==> src/rtl/fire_pkg.sv <==
// Shared Fire-code constants, mode encodings, channel payload type and burst-mask helper.
package fire_pkg;

  localparam int unsigned N      = 64;
  localparam int unsigned K      = 40;
  localparam int unsigned B      = 8;
  localparam int unsigned SHW    = 7;
  localparam int unsigned CW     = 16;
  localparam int unsigned LFSR_W = 16;

  typedef enum logic [2:0] {
    IDLE   = 3'b000,
    ENCODE = 3'b001,
    DECODE = 3'b010
  } fire_mode_e;

  typedef enum logic {
    EMPTY = 1'b0,
    FULL  = 1'b1
  } chan_state_e;

  // x^16+x^14+x^13+x^11+1 in right-shifting Fibonacci form: taps at bits 0,2,3,5
  localparam logic [LFSR_W-1:0] LFSR_SEED = 16'hACE1;
  localparam logic [LFSR_W-1:0] LFSR_TAPS = 16'h002D;

  typedef struct packed {
    logic [N-1:0] data;
    logic [N-1:0] mask;
  } chan_word_t;

  // Shifts past the top of the codeword fall off; shift >= N yields zero
  function automatic logic [N-1:0] burst_mask(input logic [B-1:0]   pattern,
                                              input logic [SHW-1:0] shift);
    return N'(pattern) << shift;
  endfunction

endpackage

==> src/rtl/fire_chan_lfsr.sv <==
// 16-bit Fibonacci LFSR that advances once per step and resets to the package seed.
module fire_chan_lfsr
  import fire_pkg::*;
(
  input  logic              clk,
  input  logic              rst,
  input  logic              step,
  output logic [LFSR_W-1:0] state
);

  always_ff @(posedge clk or posedge rst) begin
    if (rst) begin
      state <= LFSR_SEED;
    end else if (step) begin
      state <= {^(state & LFSR_TAPS), state[LFSR_W-1:1]};
    end
  end

endmodule

==> src/rtl/fire_burst_channel.sv <==
// Burst-error channel stage: XORs a shifted burst mask into each accepted codeword.
// Optional FIRE_CHAN_LFSR_EN sources pattern/shift from an internal LFSR when cfg_rand=1.
module fire_burst_channel
  import fire_pkg::*;
(
  input  logic           clk,
  input  logic           rst,
  input  logic           in_valid,
  output logic           in_ready,
  input  logic [N-1:0]   in_data,
  input  logic           cfg_enable,
  input  logic [B-1:0]   cfg_pattern,
  input  logic [SHW-1:0] cfg_shift,
  input  logic           cfg_rand,
  output logic           out_valid,
  input  logic           out_ready,
  output logic [N-1:0]   out_data,
  output logic [N-1:0]   out_mask,
  output logic [CW-1:0]  frame_cnt,
  output logic [CW-1:0]  err_cnt
);

  chan_state_e    state;
  chan_state_e    state_next;
  logic           accept;
  logic           emit;
  logic [B-1:0]   pattern_sel;
  logic [SHW-1:0] shift_sel;
  logic [N-1:0]   mask;
  chan_word_t     word_q;

  assign in_ready = (state == EMPTY) || out_ready;
  assign accept   = in_valid && in_ready;
  assign emit     = (state == FULL) && out_ready;

`ifdef FIRE_CHAN_LFSR_EN
  logic [LFSR_W-1:0] lfsr;
  logic [SHW-1:0]    lfsr_shift;
  logic [1:0]        unused_lfsr_hi;

  fire_chan_lfsr u_lfsr (
    .clk   (clk),
    .rst   (rst),
    .step  (accept),
    .state (lfsr)
  );

  assign lfsr_shift     = SHW'(lfsr[13:8]);
  assign unused_lfsr_hi = lfsr[15:14];

  // Clamp keeps the whole random burst inside the codeword
  always_comb begin
    pattern_sel = cfg_pattern;
    shift_sel   = cfg_shift;
    if (cfg_rand) begin
      pattern_sel = lfsr[B-1:0] | B'(1);
      shift_sel   = (lfsr_shift > SHW'(N - B)) ? SHW'(N - B) : lfsr_shift;
    end
  end
`else
  logic unused_rand;

  assign unused_rand = cfg_rand;

  always_comb begin
    pattern_sel = cfg_pattern;
    shift_sel   = cfg_shift;
  end
`endif

  assign mask = cfg_enable ? burst_mask(pattern_sel, shift_sel) : '0;

  always_ff @(posedge clk or posedge rst) begin
    if (rst) begin
      state <= EMPTY;
    end else begin
      state <= state_next;
    end
  end

  always_comb begin
    state_next = state;
    unique case (state)
      EMPTY: if (accept) state_next = FULL;
      FULL:  if (emit && !accept) state_next = EMPTY;
    endcase
  end

  // Payload only loads on accept, so it holds through backpressure and after drain
  always_ff @(posedge clk or posedge rst) begin
    if (rst) begin
      word_q <= '0;
    end else if (accept) begin
      word_q.data <= in_data ^ mask;
      word_q.mask <= mask;
    end
  end

  always_ff @(posedge clk or posedge rst) begin
    if (rst) begin
      frame_cnt <= '0;
      err_cnt   <= '0;
    end else if (accept) begin
      if (frame_cnt != '1) frame_cnt <= frame_cnt + CW'(1);
      if ((mask != '0) && (err_cnt != '1)) err_cnt <= err_cnt + CW'(1);
    end
  end

  assign out_valid = (state == FULL);
  assign out_data  = word_q.data;
  assign out_mask  = word_q.mask;

endmodule

==> config.mk <==
export PLATFORM = sky130hd
export DESIGN_NAME = fire_burst_channel
export DESIGN_NICKNAME = d
export VERILOG_FILES = /design/src/rtl/fire_pkg.sv /design/src/rtl/fire_chan_lfsr.sv /design/src/rtl/fire_burst_channel.sv
export SDC_FILE = /design/constraint.sdc
export NUM_CORES = 1
export LEC_CHECK = 0
export CORE_ASPECT_RATIO = 0.9
export CORE_MARGIN = 10
export CORE_UTILIZATION = 45
export DETAILED_ROUTE_END_ITERATION = 8
export PLACE_DENSITY_LB_ADDON = 0.08
export SLEW_MARGIN = 40
export SYNTH_ARGS = -nofsm -noshare
export SYNTH_HDL_FRONTEND = slang
export SYNTH_SLANG_ARGS = --single-unit
export TNS_END_PERCENT = 10
==> constraint.sdc <==
create_clock -name clk -period 7.8 [get_ports clk]
set_input_delay 1.56 -clock clk [delete_from_list [all_inputs] [get_ports clk]]
set_output_delay 1.56 -clock clk [all_outputs]
set_load 0.03 [all_outputs]
==> results.py, run 1 <==
metrics = {
    "sta": {
        "max_slew.worst_pin.slew_ps": 829,
        "layout_min_cycle_time_ps": 5000,
        "slew_headroom_pct": 44.5,
        "rsz0062_at_grt": "no",
        "final_hold_viol_count": 0,
        "max_freq_mhz": 200,
        "fin_skew_ps": 12.2,
        "setup_viol": 0,
        "tns_ps": 0,
        "slew_viol_final": 0,
        "min_period_over_period_pct": 64.1,
        "worst_hold_slack_ps": 476,
    },
    "setup_path": {
        "crit_type": "in2reg",
        "reg2reg_slack_ps": 5290,
        "worst_setup_path_end_kind": "register",
        "cp_slowest_cell": "clkdlybuf4s50_1",
        "cp_data_arrival_time_ps": 5330,
        "slowest_delay_ps": 1010,
        "required_ps": 8120,
        "worstPathMaxFanout": 23,
        "crit_chain": "clkdlybuf4s50_1 -> nand3_1 -> a31oi_1 -> a2111oi_0 -> nand4_1 -> and4b_1 -> a21oi_4 -> mux2_1",
        "cp-start-kind": "primary input",
    },
    "floorplanning": {
        "io_pins": 247,
        "fp.dieW_um": 162,
        "die_area_um2": 24000,
        "start_util_pct": 46.1,
        "fp.coreArea_um2": 17700,
        "die-height_um": 148,
        "rows": 46,
    },
    "placement": {
        "place_area_um2": 10800,
        "hpwl_mm": 19.5,
        "place.gp.congestion": 0.897,
        "io_buffers": 245,
    },
    "yosys": {
        "ys.warnings.count": 0,
        "synthArstFlopShare_pct": 100,
        "ys.flop_type": "dfrtp_1",
        "synth-edff-count": 0,
        "syn_area_per_cell_um2": 9.60,
        "syn_nets": 938,
        "netlist_instances": 851,
        "seq_area_frac_synth_pct": 49.3,
        "ys_types": 61,
        "syn_area_um2": 8170,
        "synth-seq-cells": 161,
    },
    "route": {
        "vias": 7068,
        "wl_mm": 26.6,
        "route.detailed.drc": 0,
        "drtPass1Iterations": 5,
        "final_antenna_net_count": 0,
        "drt-initial-drc-count": 507,
        "wire_per_inst_um": 20.1,
        "via_per_inst": 5.33,
    },
    "run_status": {
        "status": "completed",
    },
    "cells_and_area": {
        "fillers": 1571,
        "num-nets-final": 1160,
        "antenna_cells": 0,
        "final_area_um2": 11400,
        "final_util_pct": 64.2,
        "drive_gt1_share_pct": 7.83,
        "syn2layout_area_growth_pct": 39.4,
    },
    "pwr": {
        "p_per_area_nw_per_um2": 217,
        "ir_drop_mv": 0.167,
        "leakage_nw": 4.59,
    },
    "clocking": {
        "clockRootBuffer": "clkbuf_16",
        "h-tree-depth": 4,
        "cts_sinks": 161,
        "cts_resized": 0,
        "clock_path_buffers": 2,
        "holdBufCountCts": 0,
        "clkLatencyLatePin_ps": 440,
        "post_cts_buffers": 0,
        "clk_pin_slew_ps": 70,
        "cts_tree": "done",
        "cts_inserted_buffers": 17,
    },
    "global_routing": {
        "antenna_found_initial": 0,
        "grt_max_degree": 108,
        "grt_pass1_vias": 6889,
        "grt.overflow.total": 0,
        "grt_use_total_pct": 21.9,
        "grt_pass1_wl_mm": 41.2,
    },
    "worst_hold_path": {
        "holdCritPathClass": "reg2reg",
    },
    "job": {
        "max_cap_violations": 0,
    },
}
[kinds of logic after synthesis]
group                      Yosys count  synth area share [%]
AOI/OAI and AO/OA                  174                  13.2
xor gates and xnor gates            93                  9.97
adders and majority gates            2                 0.306
buffers and inverters               59                  3.03
DFF                                161                  49.3
muxes                               34                  5.58
and+or+nand+nor                    328                  18.5
[Yosys cell counts (4+ instances only)]
cell type  count  area share (%)
nand2_1      168             7.7
o21ai_0       99             6.1
nand3_1       21             1.3
nand2_2        4            0.31
nor2b_1        9            0.69
nand2b_1       7            0.54
nor3_1         8            0.49
and2_1         9            0.69
nor3b_1        4            0.37
o211ai_1       6            0.55
a31oi_1        6            0.46
and3_1        10            0.77
mux4_2         7             1.9
nand4_1       11            0.84
o31ai_1       27             2.5
a21oi_1        5            0.31
nor4_1         4            0.31
dfrtp_1      161              49
mux2_2        21             2.9
clkbuf_1      45             2.1
mux2i_1        5            0.61
a32oi_1        4            0.43
inv_1          4            0.18
nor2_1        54             2.5
nand3_2        4            0.49
xor2_1        33             3.5
xnor2_1       60             6.4
[path summary, 6_finish.rpt]
check                                         start                  endpoint  depth (start not counted)
min in group asynchronous                       rst  out_data[10]$_DFFE_PP0P_                          2
min reg2reg                out_mask[15]$_DFFE_PP0P_  out_mask[15]$_DFFE_PP0P_                          2
min                        out_mask[15]$_DFFE_PP0P_  out_mask[15]$_DFFE_PP0P_                          2
max in group asynchronous                       rst  out_mask[23]$_DFFE_PP0P_                          3
max reg2reg                  err_cnt[7]$_DFFE_PP0P_    err_cnt[1]$_DFFE_PP0P_                          7
max                                    cfg_shift[4]    err_cnt[1]$_DFFE_PP0P_                          8
[per-layer routing]
metal	vias up	track usage [%]	routed length (um)
met5	-	0	0
li1	3408	-	-
met4	0	6.32	441
met3	28	5.52	1880
met1	3390	29.5	11800
met2	242	34.3	12400
[report_power, final]
group	leakage, nW	switching (W)	internal (W)	total, W
Clock	0.275	0.000368	0.000480	0.000848
Sequential	2.12	0.0000632	0.000915	0.000978
Combinational	2.20	0.000381	0.000262	0.000642
Total	4.59	0.000812	0.00166	0.00247
[cell type report]
type                            instances  area (um^2)  share of cell area, %
Clock buffer                           20          437                   3.84
Clock inverter                         12          146                   1.29
Inverter                                5         23.8                  0.209
Multi-Input combinational cell        631         3910                   34.3
Sequential cell                       161         4030                   35.4
Tap cell                              240          300                   2.64
Timing Repair Buffer                  257         2540                   22.3
[cell usage in the layout (no fill, tap or decap), drive strengths merged, types with 6 or more instances in the layout]
cell type,n
nor3,8
nand4,11
nand2b,7
dfrtp,161
mux2,22
nand2,172
a31oi,6
o31ai,27
nand3,25
and2,10
and3,10
clkbuf,21
inv,10
buf,12
nor2,54
xnor2,60
o21ai,99
clkdlybuf4s50,244
nor2b,9
o211ai,6
mux4,7
a21oi,7
xor2,33
[state kept, by name, indices dropped and copies added, names as in the netlist]
signal	cells
frame_cnt	16
err_cnt	16
out_mask	64
out_data	64
out_valid	1
[metrics by stage]
stage          cells  power (W)  setup WS (ps)
5_1_grt         1326    0.00258           2610
3_5_place_dp    1294    0.00164           2280
4_1_cts         1326    0.00249           2750
2_1_floorplan    851    0.00135           1890
6_report        1326    0.00247           2800
3_3_place_gp    1293    0.00163           2280
[critical path: cells and delay by family]
| family | cells | cell delay, ps |
|---|---|---|
| AOI/OAI and AO/OA | 3 | 1330 |
| buffers and inverters | 1 | 1010 |
| muxes | 1 | 370 |
| and+or+nand+nor | 3 | 1030 |
(Power assumes the default switching activity.)
==> inputs of run 2 (changes only) <==
--- a/config.mk
+++ b/config.mk
@@ -7,7 +7,7 @@
 export LEC_CHECK = 0
 export CORE_ASPECT_RATIO = 0.9
 export CORE_MARGIN = 10
-export CORE_UTILIZATION = 45
+export CORE_UTILIZATION = 43
 export DETAILED_ROUTE_END_ITERATION = 8
 export PLACE_DENSITY_LB_ADDON = 0.08
 export SLEW_MARGIN = 40
==> constraint.sdc (replaced) <==
create_clock -name clk -period 4.3 [get_ports clk]
set_input_delay 0.86 -clock clk [delete_from_list [all_inputs] [get_ports clk]]
set_output_delay 0.86 -clock clk [all_outputs]
set_load 0.03 [all_outputs]
==> results.py, run 2 (synthesis results as in run 1) <==
metrics = {
    "sta": {
        "slew_viol_final": 0,
        "setup_viol": 0,
        "max_slew.worst_pin.slew_ps": 763,
        "slew_headroom_pct": 49.1,
        "min_period_over_period_pct": 86.2,
        "layout_min_cycle_time_ps": 3710,
        "tns_ps": 0,
        "max_freq_mhz": 270,
        "rsz0062_at_grt": "no",
        "worst_slack_ps": 595,
        "fin_skew_ps": 8.77,
        "final_hold_viol_count": 0,
        "worst_hold_slack_ps": 476,
    },
    "setup_path": {
        "slowest_delay_ps": 580,
        "cp_data_arrival_time_ps": 4020,
        "worst-path-buf-inv": 2,
        "required_ps": 4620,
        "crit_chain": "clkdlybuf4s50_1 -> buf_4 -> mux2_2 -> mux4_2 -> a2111oi_0 -> nand4_1 -> o211ai_1 -> and4b_1 -> a21oi_4 -> mux2_1",
        "crit_family": "multiplexers",
        "crit_type": "in2reg",
        "cp_slowest_cell": "clkdlybuf4s50_1",
        "cp-start-kind": "primary input",
        "worstPathMaxFanout": 16,
        "worst_setup_path_end_kind": "register",
    },
    "run_status": {
        "status": "completed",
    },
    "global_routing": {
        "grt_pass1_wl_mm": 40.7,
        "grt_use_total_pct": 21.1,
        "antenna_found_initial": 0,
        "grt_pass1_vias": 6984,
        "grt.overflow.total": 0,
        "grt_max_degree": 206,
    },
    "route": {
        "final_antenna_net_count": 0,
        "vias": 7141,
        "wire_per_inst_um": 19.5,
        "via_per_inst": 5.24,
        "drt-initial-drc-count": 597,
        "wl_mm": 26.6,
        "route.detailed.drc": 0,
        "drtPass1Iterations": 5,
    },
    "pwr": {
        "ir_drop_mv": 0.287,
        "p_per_area_nw_per_um2": 378,
        "leakage_nw": 4.74,
    },
    "cells_and_area": {
        "instances_no_fill": 1363,
        "final_cell_mix": "245 x clkdlybuf4s50_1, 167 x nand2_1, 161 x dfrtp_1",
        "fillers": 1637,
        "final_common_cell": "clkdlybuf4s50_1",
        "drive_gt1_share_pct": 10.6,
        "final_util_pct": 62.8,
        "num-nets-final": 1193,
        "syn2layout_area_growth_pct": 42.5,
        "antenna_cells": 0,
    },
    "job": {
        "max_cap_violations": 0,
    },
    "clocking": {
        "cts_inserted_buffers": 17,
        "h-tree-depth": 4,
        "cts_tree": "done",
        "clk_pin_slew_ps": 70,
        "clock_path_buffers": 2,
        "post_cts_buffers": 0,
        "cts_resized": 0,
        "holdBufCountCts": 0,
        "clockRootBuffer": "clkbuf_16",
        "cts_sinks": 161,
        "clkLatencyLatePin_ps": 430,
    },
    "floorplanning": {
        "io_pins": 247,
        "rows": 47,
        "fp.dieW_um": 165,
        "start_util_pct": 44.1,
        "die_area_um2": 24900,
        "fp.coreArea_um2": 18500,
        "die-height_um": 151,
    },
    "placement": {
        "io_buffers": 245,
        "hpwl_mm": 20.2,
        "pre_cts_ws_ps": 173,
        "place.gp.congestion": 0.908,
        "dp_cells": 1332,
    },
    "worst_hold_path": {
        "holdCritPathClass": "reg2reg",
    },
}
run 2: cell types whose count changed in the layout (fill, tap and decap cells not counted), sizes merged:
cell,delta
bufinv,-2
clkbuf,-2
clkinvlp,+3
inv,-3
clkinv,+2
buf,+33
clkdlybuf4s50,+1
run 2: where the power goes:
part           switching (W)  total [W]  internal (W)
clock network       0.000666    0.00143      0.000764
logic               0.000693    0.00119      0.000498
registers           0.000116    0.00178       0.00166
total                0.00148    0.00440       0.00292
run 2: final timing paths:
kind / from / endpoint / slack [ps] / cells after the start
min: out_mask[39]$_DFFE_PP0P_ / out_mask[39]$_DFFE_PP0P_ / 480 / 2
max reg2reg: err_cnt[7]$_DFFE_PP0P_ / err_cnt[1]$_DFFE_PP0P_ / 1830 / 7
max: cfg_shift[1] / err_cnt[1]$_DFFE_PP0P_ / 590 / 10
min reg2reg: out_mask[39]$_DFFE_PP0P_ / out_mask[39]$_DFFE_PP0P_ / 480 / 2
min in group asynchronous: rst / out_data[63]$_DFFE_PP0P_ / 810 / 2
max in group asynchronous: rst / out_data[44]$_DFFE_PP0P_ / 2690 / 3
run 2: per-stage QoR:
| stage | power [W] | area [um^2] |
|---|---|---|
| 3_5_place_dp | 0.00300 | 11100 |
| 4_1_cts | 0.00444 | 11600 |
| 6_report | 0.00440 | 11600 |
| 3_3_place_gp | 0.00299 | 11100 |
| 2_1_floorplan | 0.00245 | 8170 |
| 5_1_grt | 0.00460 | 11600 |
run 2: area by class of cell:
type / count / area [um^2] / area share (%)
well taps: 245 / 307 / 2.63
flip-flops and latches: 161 / 4030 / 34.6
inverters: 5 / 22.5 / 0.193
multi-input cells: 631 / 3910 / 33.6
clock inverters: 12 / 105 / 0.903
repair buffers: 290 / 2830 / 24.3
clock buffers: 19 / 443 / 3.81
run 2: per-layer routing:
metal	share of wire (%)	vias up	GRT usage [%]
li1	-	3460	-
met1	45	3402	28.5
met2	46	252	32.8
met3	8.1	27	5.51
met4	1.7	0	6.27
met5	0	-	0
run 2: worst min-delay path, cell delays in order, from the launching register on:
cell and delay, ps:
dfrtp_1 340, nand2_1 50, o31ai_1 60
